==> src/rtl/keypad_scan_scheduler_pkg.sv <==
// Shared types, constants and helpers for the keypad scan scheduler.
package keypad_pkg;

  typedef enum logic [1:0] {
    SCAN,
    CONFIRM,
    HELD
  } scan_state_e;

  localparam logic [3:0] ROW0     = 4'b1110;
  localparam logic [3:0] ROW1     = 4'b1101;
  localparam logic [3:0] ROW2     = 4'b1011;
  localparam logic [3:0] ROW3     = 4'b0111;
  localparam logic [3:0] COL_IDLE = 4'hF;

  // True when exactly one column line is pulled low (a real single press).
  function automatic logic one_low(input logic [3:0] col);
    return (col == 4'b1110) || (col == 4'b1101) ||
           (col == 4'b1011) || (col == 4'b0111);
  endfunction

  // Maps the strobed row and the single low column to the printed key code.
  function automatic logic [3:0] key_lookup(input logic [3:0] row, input logic [3:0] col);
    logic [3:0] code;
    code = 4'h0;
    case ({row, col})
      {ROW0, 4'b1110}: code = 4'h7;
      {ROW0, 4'b1101}: code = 4'h4;
      {ROW0, 4'b1011}: code = 4'h1;
      {ROW0, 4'b0111}: code = 4'h0;
      {ROW1, 4'b1110}: code = 4'h8;
      {ROW1, 4'b1101}: code = 4'h5;
      {ROW1, 4'b1011}: code = 4'h2;
      {ROW1, 4'b0111}: code = 4'hA;
      {ROW2, 4'b1110}: code = 4'h9;
      {ROW2, 4'b1101}: code = 4'h6;
      {ROW2, 4'b1011}: code = 4'h3;
      {ROW2, 4'b0111}: code = 4'hB;
      {ROW3, 4'b1110}: code = 4'hC;
      {ROW3, 4'b1101}: code = 4'hD;
      {ROW3, 4'b1011}: code = 4'hE;
      {ROW3, 4'b0111}: code = 4'hF;
      default:         code = 4'h0;
    endcase
    return code;
  endfunction

endpackage

==> src/rtl/keypad_scan_scheduler_if.sv <==
// Valid/ready stream carrying confirmed key codes to consumers.
interface keypad_scan_scheduler_if;
  logic       key_valid;
  logic [3:0] key_code;
  logic       key_ready;

  modport master (output key_valid, output key_code, input key_ready);
  modport slave  (input key_valid, input key_code, output key_ready);
endinterface

==> src/rtl/keypad_scan_scheduler_fifo.sv <==
// Small key event queue; a push into a full queue succeeds only when a pop frees a slot that same cycle.
module key_event_fifo #(
  parameter int DEPTH = 4,
  parameter int WIDTH = 4
) (
  input  logic             clock,
  input  logic             reset,
  input  logic             push_i,
  input  logic [WIDTH-1:0] data_i,
  input  logic             pop_i,
  output logic             full_o,
  output logic             empty_o,
  output logic [WIDTH-1:0] head_o
);

  localparam int AW = (DEPTH > 1) ? $clog2(DEPTH) : 1;
  localparam logic [AW:0] FULL_COUNT = (AW+1)'(DEPTH);

  logic [WIDTH-1:0] mem_q [DEPTH];
  logic [AW-1:0]    wrPtr_q;
  logic [AW-1:0]    rdPtr_q;
  logic [AW:0]      count_q;
  logic             pushOk;
  logic             popOk;

  assign full_o  = (count_q == FULL_COUNT);
  assign empty_o = (count_q == '0);
  assign pushOk  = push_i && (!full_o || pop_i);
  assign popOk   = pop_i && !empty_o;
  assign head_o  = empty_o ? '0 : mem_q[rdPtr_q];

  // Storage array; contents need no reset because occupancy guards every read.
  always_ff @(posedge clock) begin
    if (pushOk) begin
      mem_q[wrPtr_q] <= data_i;
    end
  end

  // Pointer and occupancy bookkeeping.
  always_ff @(posedge clock) begin
    if (reset) begin
      wrPtr_q <= '0;
      rdPtr_q <= '0;
      count_q <= '0;
    end else begin
      if (pushOk) begin
        wrPtr_q <= wrPtr_q + 1'b1;
      end
      if (popOk) begin
        rdPtr_q <= rdPtr_q + 1'b1;
      end
      count_q <= count_q + {{AW{1'b0}}, pushOk} - {{AW{1'b0}}, popOk};
    end
  end

endmodule

==> src/rtl/keypad_scan_scheduler.sv <==
// Keypad scan scheduler: row strobing, settle-timed sampling, press/release debounce and key queueing.
module keypad_scan_scheduler
  import keypad_pkg::*;
#(
  parameter int SETTLE_CYCLES    = 250000,
  parameter int DEBOUNCE_SAMPLES = 4,
  parameter int FIFO_DEPTH       = 4
) (
  input  logic                           clock,
  input  logic                           reset,
  input  logic [3:0]                     keypadCol,
  output logic [3:0]                     keypadRow,
  keypad_scan_scheduler_if.master        keyStream,
  output logic                           key_held,
  output logic                           overflow
);

  localparam int TW = (SETTLE_CYCLES > 1) ? $clog2(SETTLE_CYCLES) : 1;
  localparam int CW = $clog2(DEBOUNCE_SAMPLES + 1);
  localparam logic [TW-1:0] TICK_LAST = TW'(SETTLE_CYCLES - 1);
  localparam logic [CW-1:0] DEB_LAST  = CW'(DEBOUNCE_SAMPLES);

  scan_state_e   state_q, state_d;
  logic [3:0]    row_q, row_d;
  logic [3:0]    colLatch_q, colLatch_d;
  logic [3:0]    code_q, code_d;
  logic [CW-1:0] matchCnt_q, matchCnt_d;
  logic [CW-1:0] relCnt_q, relCnt_d;
  logic [TW-1:0] tickCnt_q, tickCnt_d;
  logic          held_q, held_d;
  logic          overflow_q, overflow_d;

  logic          sample;
  logic          push;
  logic          pop;
  logic          fifoFull;
  logic          fifoEmpty;
  logic [3:0]    fifoHead;

  assign sample              = (tickCnt_q == TICK_LAST);
  assign pop                 = keyStream.key_valid && keyStream.key_ready;
  assign keyStream.key_valid = !fifoEmpty;
  assign keyStream.key_code  = fifoHead;
  assign keypadRow           = row_q;
  assign key_held            = held_q;
  assign overflow            = overflow_q;

  // Next-state logic: the row only moves on a sample cycle and stays locked while a key is being confirmed or held.
  always_comb begin
    state_d    = state_q;
    row_d      = row_q;
    colLatch_d = colLatch_q;
    code_d     = code_q;
    matchCnt_d = matchCnt_q;
    relCnt_d   = relCnt_q;
    push       = 1'b0;
    tickCnt_d  = sample ? '0 : tickCnt_q + 1'b1;

    if (sample) begin
      case (state_q)
        SCAN: begin
          if (one_low(keypadCol)) begin
            colLatch_d = keypadCol;
            code_d     = key_lookup(row_q, keypadCol);
            matchCnt_d = CW'(1);
            state_d    = CONFIRM;
          end else begin
            row_d = {row_q[2:0], row_q[3]};
          end
        end
        CONFIRM: begin
          if (keypadCol == colLatch_q) begin
            matchCnt_d = matchCnt_q + 1'b1;
            if (matchCnt_q + 1'b1 == DEB_LAST) begin
              push     = 1'b1;
              relCnt_d = '0;
              state_d  = HELD;
            end
          end else begin
            row_d   = {row_q[2:0], row_q[3]};
            state_d = SCAN;
          end
        end
        HELD: begin
          if (keypadCol == COL_IDLE) begin
            relCnt_d = relCnt_q + 1'b1;
            if (relCnt_q + 1'b1 == DEB_LAST) begin
              row_d   = {row_q[2:0], row_q[3]};
              state_d = SCAN;
            end
          end else begin
            relCnt_d = '0;
          end
        end
        default: begin
          state_d = SCAN;
        end
      endcase
    end

    held_d     = (state_d == HELD);
    overflow_d = overflow_q || (push && fifoFull && !pop);
  end

  // State and datapath registers with synchronous reset.
  always_ff @(posedge clock) begin
    if (reset) begin
      state_q    <= SCAN;
      row_q      <= ROW0;
      colLatch_q <= COL_IDLE;
      code_q     <= 4'h0;
      matchCnt_q <= '0;
      relCnt_q   <= '0;
      tickCnt_q  <= '0;
      held_q     <= 1'b0;
      overflow_q <= 1'b0;
    end else begin
      state_q    <= state_d;
      row_q      <= row_d;
      colLatch_q <= colLatch_d;
      code_q     <= code_d;
      matchCnt_q <= matchCnt_d;
      relCnt_q   <= relCnt_d;
      tickCnt_q  <= tickCnt_d;
      held_q     <= held_d;
      overflow_q <= overflow_d;
    end
  end

  key_event_fifo #(
    .DEPTH (FIFO_DEPTH),
    .WIDTH (4)
  ) eventQueue (
    .clock   (clock),
    .reset   (reset),
    .push_i  (push),
    .data_i  (code_d),
    .pop_i   (pop),
    .full_o  (fifoFull),
    .empty_o (fifoEmpty),
    .head_o  (fifoHead)
  );

endmodule

==> src/flat_wrapper.sv <==
// flat-port wrapper written by rule: the top's interface ports become plain ports
module keypad_scan_scheduler_flat import keypad_pkg::*;
#(
  parameter int SETTLE_CYCLES    = 250000,
  parameter int DEBOUNCE_SAMPLES = 4,
  parameter int FIFO_DEPTH       = 4
)
  (clock, reset, keypadCol, keypadRow, key_held, overflow, keyStream_key_valid, keyStream_key_code, keyStream_key_ready);
  keypad_scan_scheduler_if keyStream_i ();
  input  logic clock;
  input  logic reset;
  input  logic [3:0] keypadCol;
  output logic [3:0] keypadRow;
  output logic key_held;
  output logic overflow;
  output wire logic [$bits(keyStream_i.key_valid)-1:0] keyStream_key_valid;
  output wire logic [$bits(keyStream_i.key_code)-1:0] keyStream_key_code;
  input wire logic [$bits(keyStream_i.key_ready)-1:0] keyStream_key_ready;
  assign keyStream_key_valid = keyStream_i.key_valid;
  assign keyStream_key_code = keyStream_i.key_code;
  assign keyStream_i.key_ready = keyStream_key_ready;
  keypad_scan_scheduler #(.SETTLE_CYCLES(SETTLE_CYCLES), .DEBOUNCE_SAMPLES(DEBOUNCE_SAMPLES), .FIFO_DEPTH(FIFO_DEPTH)) u_core (.clock(clock), .reset(reset), .keypadCol(keypadCol), .keypadRow(keypadRow), .keyStream(keyStream_i), .key_held(key_held), .overflow(overflow));
endmodule
==> config.mk <==
export PLATFORM = sky130hd
export DESIGN_NAME = keypad_scan_scheduler_flat
export DESIGN_NICKNAME = d
export VERILOG_FILES = /design/src/rtl/keypad_scan_scheduler_pkg.sv /design/src/rtl/keypad_scan_scheduler_if.sv /design/src/rtl/keypad_scan_scheduler_fifo.sv /design/src/rtl/keypad_scan_scheduler.sv /design/src/flat_wrapper.sv
export SDC_FILE = /design/constraint.sdc
export NUM_CORES = 1
export LEC_CHECK = 0
export BUFFER_PORTS_ARGS = -buffer_cell sky130_fd_sc_hd__buf_2
export CORE_ASPECT_RATIO = 0.75
export CORE_UTILIZATION = 61
export CTS_CLUSTER_SIZE = 30
export DETAILED_ROUTE_END_ITERATION = 10
export PLACE_DENSITY = 0.88
export RECOVER_POWER = 50
export SLEW_MARGIN = 20
export SYNTH_ARGS = -nofsm -noshare
export SYNTH_HDL_FRONTEND = slang
export SYNTH_SLANG_ARGS = --single-unit
==> constraint.sdc <==
create_clock -name clock -period 3.6 [get_ports clock]
set_input_delay 0.72 -clock clock [delete_from_list [all_inputs] [get_ports clock]]
set_output_delay 0.72 -clock clock [all_outputs]
set_load 0.03 [all_outputs]
Word level (Yosys, flattened, before mapping)
Memories as Yosys holds them, arrays and structs flattened. A register that Yosys moved wholly into a read port is not among the register bits.
Index checks and enable logic that the tools add are counted.
{ "totals": {"regBits": 47, "mem_bits_rw": 16, "inputBits": 7, "output_inout_bits": 11, "wordCells": 110, "mem_count": 1} }
{ "mem_list": {"columns": ["memory", "words", "word_bits", "read_ports", "rd_clocked_by_memory_dff", "wr", "line_no", "text"], "rows": [
  ["u_core.eventQueue.mem_q", 4, 4, 1, 1, 1, "keypad_scan_scheduler_fifo.sv:19", "logic [WIDTH-1:0] mem_q [DEPTH];"]
]} }
{ "classes": {"n_addsub": 7, "eq_ne": 35, "n_mux": 32, "reduce_logical": 23} }
{ "op_table": {"columns": ["cell", "count"], "rows": [
  ["$eq A8 B8 Y1 const B", 11],
  ["$pmux W4 S15", 1],
  ["$eq A8 B7 Y1 const B", 4],
  ["$mux W4", 8],
  ["$add A18 B1 Y18 const B", 1],
  ["$eq A18 B18 Y1 const B", 1],
  ["$eq A4 B4 Y1 const B", 4],
  ["$mux W2", 8],
  ["$mux W3", 5],
  ["$pmux W3 S2", 2],
  ["$pmux W4 S3", 1],
  ["$ne A2 B1 Y1 const B", 5],
  ["$eq A3 B3 Y1 const B", 3],
  ["$reduce_and A4 Y1", 2],
  ["$add A3 B1 Y3 const B", 2],
  ["$mux W1", 6],
  ["$pmux W2 S3", 1],
  ["$reduce_and A6 Y1", 1],
  ["$logic_and A1 B1 Y1", 5],
  ["$logic_or A1 B1 Y1", 5],
  ["$add A2 B1 Y2 const B", 2],
  ["$eq A2 B2 Y1 const B", 2],
  ["$eq A4 B3 Y1 const B", 1],
  ["$eq A4 B4 Y1", 1],
  ["11 further kinds", 15]
]} }

Logic depth before layout (Yosys ltp)
{ "logic_depth": {"depth_word": 9, "mapped_depth": 15} }

Modules after synthesis
Synthesis repeated with hierarchy kept, for this count alone.
{ "hier_totals": {"hier_cells": 350, "hier_area_um2": 3328.2} }
{ "by_module_without_submodules": {"columns": ["module", "instances", "cells_each", "area_per_inst_um2", "seq_area_each_um2"], "rows": [
  ["keypad_scan_scheduler", 1, 275, 2219.6, 800.8],
  ["key_event_fifo", 1, 75, 1108.6, 660.6]
]} }

Worst setup path after synthesis
Ideal clock, no wire load.
{ "synth_timing": {"path_type": "input to register", "from": "input port keypadCol[2]", "to": "register u_core.eventQueue.count_q[2]", "t_arrival_ns": 2.994, "path_slack_ns": 0.478, "cell_stages": 14, "path_buffers": 1, "path_cell_list": "buf_4 -> xnor2_1 -> nand4_2 -> nor4_4 -> and2_1 -> inv_1 -> ha_1 -> inv_1 -> ha_1 -> inv_1 -> fa_1 -> xor2_1 -> xnor2_1 -> nor2_1"} }
{ "synth_via": {"elab_chain_cells": 7} }
{ "synth_lines": {"columns": ["item", "line_no", "text"], "rows": [
  ["from (decl)", "flat_wrapper.sv:12", "input logic [3:0] keypadCol;"],
  ["$eq A4 B4 Y1", "keypad_scan_scheduler.sv:72", "if (keypadCol == colLatch_q) begin"],
  ["$mux W1", "keypad_scan_scheduler.sv:72", null],
  ["$mux W1", "keypad_scan_scheduler.sv:60", "case (state_q)"],
  ["$mux W1", "keypad_scan_scheduler.sv:59", "if (sample) begin"],
  ["$logic_and A1 B1 Y1", "keypad_scan_scheduler_fifo.sv:28", "assign pushOk = push_i && (!full_o || pop_i);"],
  ["$add A3 B1 Y3", "keypad_scan_scheduler_fifo.sv:52", "count_q <= count_q + {{AW{1'b0}}, pushOk} - {{AW{1'b0}}, popOk};"],
  ["$sub A3 B1 Y3", "keypad_scan_scheduler_fifo.sv:52", null],
  ["to (signal assigned)", "keypad_scan_scheduler_fifo.sv:52", null],
  ["to (decl)", "keypad_scan_scheduler_fifo.sv:22", "logic [AW:0] count_q;"]
]} }
No other way between the ends.
A chain may end at the register's enable or synchronous reset.

Worst setup path after layout
{ "layout_timing": {"from": "input port keypadCol[3]", "to": "register u_core.eventQueue.count_q[2]"} }
The elaborated chain is that of the path after synthesis.

==> summary.txt <==
Floorplanning
  – Initial Utilization: 0.638
  – Die Span Y: 66.9 um
  – I/O pin count: 18
  – Core area: 5380 sq um
  – Die X: 88.6 um
  – Die area: 5930 sq um
  – Rows: 23

Clock network
  – CTS Buf Count: 9
  – CTS tree: yes
  – H-tree depth: 3
  – Post-CTS Resized: 0
  – Clock Tree Root: clkbuf_8
  – Clock Path Buffers: 2
  – Clk sinks: 65
  – Worst-Skew Late Latency: 340 ps
  – Post-CTS Setup Repair Bufs: 0
  – Clk slew on worst S/H paths: 70 ps
  – # hold bufs at CTS: 0

GRT
  – Global-route wire length before repair: 11.0 mm
  – GR Util All Layers: 0.250
  – Top Usage Layer GRT: met2
  – Initial antenna violation count: 0
  – Vias in the first global route: 2413
  – GRT met3 Usage: 0.0867
  – GRT overflow: 0
  – M2 GR Usage: 0.425
  – Largest net degree at the start of global routing: 34
  – GR Util met1: 0.288

Timing
  – Worst-margin pin slew: 747 ps
  – Final Max Slew Viols: 0
  – Slew Limit Headroom: 0.499
  – Post-route setup slack: 358 ps
  – RSZ-0062 raised after global routing: no
  – Hold slack: 460 ps
  – Min Tclk post-route: 3240 ps
  – Period utilization: 0.901
  – Final hold vios: 0
  – Fmax: 0.308 GHz
  – Total Neg Setup Slack: 0 ps
  – Worst Clk Skew: 8.45 ps
  – Final setup violation count: 0

Worst setup path
  – Reg2reg start: u_core.tickCnt_q[0]
  – Critical path's slowest cell: clkbuf_1
  – R2R Setup Slk: 460 ps
  – Critical path launch point: keypadCol[3]
  – CP Max Fanout: 13
  – Crit path capture type: register
  – Worst setup SP type: input port
  – Most used cell, CP: inv_1
  – Crit-path cells: clkbuf_1, xnor2_1, nand4_2, nor4_4, and2_1, inv_1, ha_1, inv_1, ha_1, inv_1, fa_1, xor2_1, xnor2_1, nor2_1
  – Setup Crit Path Kind: in -> reg
  – WP data arrival: 3450 ps
  – CP Data Required Time: 3810 ps
  – Critical path's largest stage delay: 450 ps

Power and ir drop
  – Total power: 1.78 mW
  – Peak VDD IR: 0.000366 V
  – Pleak: 1.35 nW
  – Pwr dens: 477 nW/um^2

Synthesis
  – Synth Instances: 342
  – FF+latch count, synth: 65
  – EDFF count, synth: 16
  – Syn Std Cell Area: 3430 sq um
  – Seq/Total Area, Yosys: 0.426
  – Synth unique cells: 67
  – Share of synthesized flip-flops with an asynchronous set or reset: 0
  – Synth Flop Type: dfxtp_1
  – Synth Area per Inst: 10.0 sq um
  – Syn_nets: 365
  – Synth Warn #: 0

Placement
  – DP Area: 3530 sq um
  – Routability Congestion: 0.826
  – Cell Count Post-Placement: 420
  – I/O Buffers: 17
  – Post-Place Worst Slack: 224 ps
  – Hpwl dp: 4.94 mm

Final layout
  – Share of cells above drive strength 1: 0.108
  – Area of the multi-input gates: 1830 sq um
  – FF/Latch Area: 1460 sq um
  – Most common cell after layout, fill and taps aside: dfxtp_1
  – Fin area: 3730 sq um
  – N_diodes: 0
  – Final core occ: 0.694
  – Commonest non-fill, non-tap cells in the layout: dfxtp_1, nor2_1, xor2_1, nand2_1, edfxtp_1
  – Fillers: 414
  – P&R area growth vs syn: 8.79%
  – Fin nets: 379
  – Fin cells: 436

Routing
  – Total Wirelength: 6.82 mm
  – Avg WL per Cell: 15.6 um
  – Final ANT Viol Nets: 0
  – Via count: 2567
  – Iter 0 DRT Violations: 181
  – Vias/cell: 5.89
  – Pre-antenna DRT Iters: 4
  – Remaining DRCs: 0

Outcome
  – Status: complete, no violations

Worst hold path
  – Hold Crit Class: reg -> reg
  – Hold path startpoint: u_core.tickCnt_q[0]

Run
  – Max-cap violation count: 0
layout make-up:
class	instances	share of cell area
timing repair buffer	19	0.0231
sequential	65	0.392
multi-input combinational	249	0.490
clock inverter	7	0.0251
inverter	12	0.0121
tap	75	0.0251
clock buffer	9	0.0332
synth_stat cells (all sizes together) (6+ instances only):
master / n / area (sq um)
a21oi: 13 / 65.1
and2: 9 / 56.3
and3: 8 / 50.1
buf: 8 / 61.3
clkbuf: 8 / 30.0
dfxtp: 49 / 981
edfxtp: 16 / 480
ha: 15 / 188
inv: 12 / 45.0
nand2: 16 / 60.1
nand2b: 6 / 37.5
nand3: 15 / 80.1
nand4: 6 / 43.8
nor2: 40 / 150
nor2b: 7 / 46.3
o21ai: 7 / 35.0
xnor2: 13 / 114
xor2: 19 / 166
layer usage:
layer / wire (um) / share of wire
met5: 0 / 0
met4: 137 / 0.020
met1: 3080 / 0.45
met2: 3270 / 0.48
met3: 338 / 0.050
kinds of logic (layout without fill, tap and decap cells):
logic type               Yosys count  count (layout)  share of synthesized area
AO/OA/AOI/OAI                     50              50                      0.104
buffers and inverters             28              47                     0.0397
XOR/XNOR                          32              32                     0.0817
flip-flops                        65              65                      0.426
AND/OR/NAND/NOR                  141             141                      0.243
multiplexers                      10              10                     0.0456
adder cells (fa/ha/maj)           16              16                     0.0605
state kept, by name, indices dropped and copies added (netlist names), named ones only:
signal                     cells
u_core.code_q                  4
u_core.colLatch_q              4
u_core.eventQueue.count_q      3
u_core.eventQueue.mem_q       16
u_core.eventQueue.rdPtr_q      2
u_core.eventQueue.wrPtr_q      2
u_core.key_held                1
u_core.keypadRow               4
u_core.matchCnt_q              3
u_core.overflow                1
u_core.relCnt_q                3
u_core.state_q                 2
u_core.tickCnt_q              18
worst max-delay path, delay by kind of cell:
family / cells / cell delay, ps
xor gates and xnor gates: 3 / 560
adders and majority gates: 3 / 840
and+or+nand+nor: 4 / 720
buffers and inverters: 4 / 600
where the power goes:
| group | internal [mW] | total [mW] | switching [mW] |
|---|---|---|---|
| Sequential | 0.774 | 0.811 | 0.0364 |
| Clock | 0.389 | 0.672 | 0.282 |
| Combinational | 0.114 | 0.299 | 0.185 |
worst paths after layout:
check	endpoint	cells after the start
min reg2reg	u_core.tickCnt_q[0]	1
min	u_core.tickCnt_q[0]	1
max reg2reg	u_core.eventQueue.count_q[2]	14
max	u_core.eventQueue.count_q[2]	14
(Power assumes the default switching activity.)
